--- config.mk ---
export PLATFORM = sky130hd
export DESIGN_NAME = mem_access_unit
export DESIGN_NICKNAME = d
export VERILOG_FILES = /design/src/rtl/mem_access_unit.sv
export SDC_FILE = /design/constraint.sdc
export NUM_CORES = 1
export LEC_CHECK = 0
export CORE_MARGIN = 2
export CORE_UTILIZATION = 40
export CTS_CLUSTER_SIZE = 40
export DETAILED_ROUTE_END_ITERATION = 8
export PLACE_DENSITY = 0.83
export SYNTH_ARGS = -nofsm -noshare
export SYNTH_HDL_FRONTEND = slang
export SYNTH_SLANG_ARGS = --single-unit
--- constraint.sdc ---
create_clock -name clk -period 6.6 [get_ports clk]
set_clock_uncertainty 0.1 [all_clocks]
set_input_delay 0.99 -clock clk [delete_from_list [all_inputs] [get_ports clk]]
set_output_delay 0.99 -clock clk [all_outputs]
set_load 0.02 [all_outputs]
--- src/rtl/mem_access_unit.sv ---
// MEM-stage load/store unit: aligns stores onto a 32-bit data bus, extends load
// data into a WB-stage register, stalls the pipeline on slow memory, counts activity.
module mem_access_unit #(
  parameter int CNT_WIDTH = 32
) (
  input  logic                 clk,
  input  logic                 rst,
  input  logic                 mem_load,
  input  logic                 mem_store,
  input  logic [2:0]           mem_funct3,
  input  logic [31:0]          mem_calculated_result_in,
  input  logic [31:0]          mem_store_data,
  input  logic                 mem_reg_file_in,
  input  logic [4:0]           mem_rd_in,
  output logic                 dmem_req,
  output logic                 dmem_we,
  output logic [3:0]           dmem_be,
  output logic [31:0]          dmem_addr,
  output logic [31:0]          dmem_wdata,
  input  logic                 dmem_ready,
  input  logic [31:0]          dmem_rdata,
  output logic                 mem_wb_load,
  output logic                 mem_wb_reg_file,
  output logic [31:0]          mem_calculated_result,
  output logic [4:0]           mem_wb_rd,
  output logic [31:0]          mem_read_data,
  output logic                 mem_stall,
  output logic                 mem_misaligned,
  output logic [CNT_WIDTH-1:0] stall_count,
  output logic [CNT_WIDTH-1:0] access_count
);

  typedef enum logic {S_IDLE, S_WAIT} state_t;

  state_t               state;
  logic [1:0]           off;
  logic                 is_byte, is_half, aligned, access, valid, done;
  logic [31:0]          rdata_p1;
  logic [CNT_WIDTH-1:0] stall_cnt, access_cnt;

  function automatic logic [CNT_WIDTH-1:0] sat_inc(input logic [CNT_WIDTH-1:0] v);
    return (&v) ? v : v + 1'b1;
  endfunction

  function automatic logic [31:0] load_ext(input logic [31:0] word, input logic [1:0] sel,
                                           input logic [2:0] f3);
    logic [31:0] sh;
    sh = word >> {sel, 3'b000};
    case (f3)
      3'b000:  return {{24{sh[7]}}, sh[7:0]};
      3'b001:  return {{16{sh[15]}}, sh[15:0]};
      3'b100:  return {24'd0, sh[7:0]};
      3'b101:  return {16'd0, sh[15:0]};
      default: return sh;
    endcase
  endfunction

  // funct3[1:0] selects the size; 011/110/111 fall through to word
  assign off     = mem_calculated_result_in[1:0];
  assign is_byte = (mem_funct3[1:0] == 2'b00);
  assign is_half = (mem_funct3[1:0] == 2'b01);
  assign aligned = is_byte | (is_half & ~off[0]) | (~is_byte & ~is_half & (off == 2'b00));
  assign access  = mem_load | mem_store;
  assign valid   = access & aligned;

  // While in WAIT the upstream stages are frozen, so the inputs still describe the access
  assign dmem_req       = ~rst & ((state == S_WAIT) | valid);
  assign mem_stall      = dmem_req & ~dmem_ready;
  assign done           = dmem_req & dmem_ready;
  assign mem_misaligned = access & ~aligned;

  assign dmem_we   = mem_store;
  assign dmem_addr = {mem_calculated_result_in[31:2], 2'b00};

  always_comb begin
    dmem_be    = 4'b1111;
    dmem_wdata = mem_store_data;
    if (mem_store) begin
      if (is_byte) begin
        dmem_be    = 4'b0001 << off;
        dmem_wdata = {4{mem_store_data[7:0]}};
      end else if (is_half) begin
        dmem_be    = off[1] ? 4'b1100 : 4'b0011;
        dmem_wdata = {2{mem_store_data[15:0]}};
      end
    end
  end

  assign mem_wb_load           = mem_load & ~mem_stall & ~mem_misaligned;
  assign mem_wb_reg_file       = mem_reg_file_in & ~mem_stall & ~mem_misaligned;
  assign mem_calculated_result = mem_calculated_result_in;
  assign mem_wb_rd             = mem_rd_in;

  // MEM -> WB boundary: FSM, counters and the extended load word
  always_ff @(posedge clk or posedge rst) begin
    if (rst) begin
      state      <= S_IDLE;
      stall_cnt  <= '0;
      access_cnt <= '0;
      rdata_p1   <= '0;
    end else begin
      state <= mem_stall ? S_WAIT : S_IDLE;
      if (mem_stall) stall_cnt <= sat_inc(stall_cnt);
      if (done) access_cnt <= sat_inc(access_cnt);
      if (done & mem_load) rdata_p1 <= load_ext(dmem_rdata, off, mem_funct3);
    end
  end

  assign mem_read_data = rdata_p1;
  assign stall_count   = stall_cnt;
  assign access_count  = access_cnt;

endmodule
==> run metrics <==
status complete, no violations; All-Layer GR Usage 0.2109; async set-or-reset flop fraction in the synthesized netlist 1.000; CP startpoint kind input port; largest net degree at the start of global routing 71; Area Growth Syn to Fin 34.23%; die area 0.01599 sq mm; Clock Tree Buf Depth 2; cts hold-fix bufs 0; sequential share of the synthesized area 0.4047; first-pass GRT wire length 26920 um; final worst-path cycle share 0.7766; power density cells 233.5 mW/mm^2; H-tree levels 3; num rows 44; Post-Syn Instances 658; Required @ worst endpoint 5.51 ns; largest family of logic cells by synthesized area simple AND/OR/NAND/NOR gates; mapped cell area 0.005998 sq mm; setup ws final 1.474 ns; TritonRoute pass-1 iters 5; Pins Over Slew Limit 0; critical path's largest stage delay 0.64 ns; initial antenna violation count 1; antenna cells 0; max cap viols 0; drt wl/cell 17.69 um; root buf cell clkbuf_16; Adder-Cell Fraction of Synth Area 0.004172; mean post-synth cell area between 9 and 10 sq um; Worst Path Arrival 4.04 ns; I/O Pins 317; Worst setup EP type output pin; Worst Hold Class reg2reg; Final Cell Area 0.008051 sq mm; drt via density 5.309; Leakage 3.334 nW; Fill cells approximately 1300; Post-Synth XOR/XNOR Area 0.08323; CTS buffer count 9; DRC 0; slew of the pin with the lowest slew margin slightly above 0.9 ns; Setup Buffers After CTS 0; DIE WIDTH 126.5 um; Cell variety after synth 51; cell accounting for the most synthesized area dfrtp_1; Final ANT Viol Nets 0; Max transition margin 0.3896; RSZ-0062 raised after global routing false; DP Area between 0.007 and 0.008 sq mm; vias 5176; layout cells sized above 1 0.08597; Core Box Area 0.01459 sq mm; Total Routed Length around 17000 um; CTS tree built; worst-path maximum fanout 11; GPL Wtd Cong approximately 0.89; # clock sinks 97; endpoints failing setup 0; Top FF cell, synth dfrtp_1; mux contribution to synthesized area 0.08177; Initial Util 0.4111; I/O Buffers 214; Die H approximately 130 um; number of flops mapped to enable cells by yosys 0; post-synthesis compound-gate area fraction 0.07739; Initial DRC Count 276; Seq cells post-synth slightly below 100; Synth area leaders dfrtp_1 40%, buf_4 9.8%, nand2_1 6.1%; post-DP HPWL 13300 um; NumNets Final 899; Remaining Overflow, GRT 0; setup TNS 0 ns; Clk pin slew, worst setup/hold paths 0.07 ns; Syn. warnings 0; Placement Setup Slack 1.466 ns; critical setup path kind in2out; Peak VDD IR 0.1616 mV; post-CTS resize count 0; crit-path cells clkdlybuf4s50_1, a21oi_1, o311ai_4, inv_2, nand2_1, inv_2, nor3b_1, clkdlybuf4s50_1; Post-Synth Simple-Gate Area 0.2272; vias in the first global route around 5000; Final Hold Viols 0; Slowest-stage cell, CP clkdlybuf4s50_1; Clock Latency Late Sink between 0.3 and 0.4 ns; Final min period 5.126 ns; Highest Clock Rate 195.1 MHz; top cell type's share of synthesized area 0.4047
## worst paths after layout
kind | start | slack (ns) | cells past startpoint | end
worst min-delay path | mem_read_data[15] | 0.36 | 2 | mem_read_data[15]
worst min register to register | mem_read_data[15] | 0.36 | 2 | mem_read_data[15]
worst max register to register | stall_count[0] | 4.01 | 6 | stall_count[1]
max in group asynchronous | rst | 4.25 | 3 | access_count[1]
worst max-delay path | mem_funct3[1] | 1.47 | 8 | mem_wb_reg_file
min in group asynchronous | rst | 0.93 | 2 | access_count[12]
## report_power, final
part | total, mW | switching (mW) | internal, mW
logic | 0.563 | 0.289 | 0.273
clock network | 0.577 | 0.226 | 0.351
registers | 0.740 | 0.0692 | 0.671
## placed cells by master (no fill, tap or decap), types with 3 or more instances in the layout
master,Yosys,layout
nor2b_1,4,4
or3_1,3,3
inv_1,5,4
mux2i_1,25,25
nand4_1,22,22
clkdlybuf4s50_1,0,214
nor4b_1,3,3
o21ai_0,34,34
and3_1,6,6
and2_1,3,3
nand2b_1,3,3
nor3_1,13,13
dfrtp_1,97,97
nand2_1,97,97
nor2_1,46,46
and2_2,3,3
buf_4,78,6
a41oi_1,3,3
xor2_1,20,20
nor4_1,9,9
xnor2_1,37,37
a21oi_1,32,32
mux2_2,20,20
clkbuf_16,0,9
nand3_1,35,35
## through the flow
stage | power, mW | instances | hold WS [ns] | utilization
3_3_place_gp | 1.301 | 960 | 0.3500 | 0.5293
4_1_cts | 1.895 | 975 | 0.3720 | 0.5519
3_5_place_dp | 1.313 | 960 | 0.3561 | 0.5293
5_1_grt | 1.963 | 975 | 0.3995 | 0.5519
2_1_floorplan | 1.077 | 659 | 0.4827 | -
6_report | 1.880 | 975 | 0.3648 | 0.5519
## critical path, delay by kind of cell
family	cells	cell delay [ns]
AOI/OAI and AO/OA	2	0.82
buffers and inverters	4	1.60
and+or+nand+nor	2	0.60
## flip-flops by register name (all words and copies together), names as in the netlist
signal,count
access_count,32
stall_count,32
state,1
mem_read_data,32
## synthesized netlist by cell type (2+ instances only)
library cell and count:
a21oi_1 32, a31oi_1 2, a41oi_1 3, and2_1 3
and2_2 3, and3_1 6, and4_1 2, and4_2 2
buf_1 3, buf_2 4, buf_4 78, buf_6 2
clkbuf_1 16, dfrtp_1 97, ha_1 2, inv_1 5
inv_2 2, mux2_2 20, mux2i_1 25, nand2_1 97
nand2b_1 3, nand3_1 35, nand4_1 22, nor2_1 46
nor2b_1 4, nor3_1 13, nor3_2 2, nor4_1 9
nor4_2 2, nor4b_1 3, o21ai_0 34, or2_2 2
or3_1 3, or3_4 2, or4_1 2, or4_4 2
xnor2_1 37, xor2_1 20
## routing by layer
layer,share of wire,vias up,global-route usage
li1,-,2451,-
met1,0.41,2460,0.2779
met2,0.47,228,0.3356
met3,0.090,37,0.05989
met4,0.024,0,0.06917
met5,0,-,0
## logic make-up after synthesis
| group | count (synthesis) |
|---|---|
| buffers and inverters | 110 |
| flip-flops | 97 |
| AO/OA/AOI/OAI | 77 |
| XOR/XNOR | 57 |
| AND/OR/NAND/NOR | 268 |
| adder cells (fa/ha/maj) | 2 |
| other | 1 |
| multiplexers | 46 |
## cell type report
| cell class | instances | area (sq um) | area share |
|---|---|---|---|
| inverter | 7 | 28.78 | 0.003574 |
| multi-input combinational | 452 | 2849 | 0.3538 |
| clock inverter | 4 | 76.32 | 0.009479 |
| clock buffer | 11 | 252.7 | 0.03139 |
| timing repair buffer | 220 | 2187 | 0.2716 |
| tap | 184 | 230.2 | 0.02859 |
| sequential | 97 | 2427 | 0.3015 |
(Power assumes the default switching activity.)
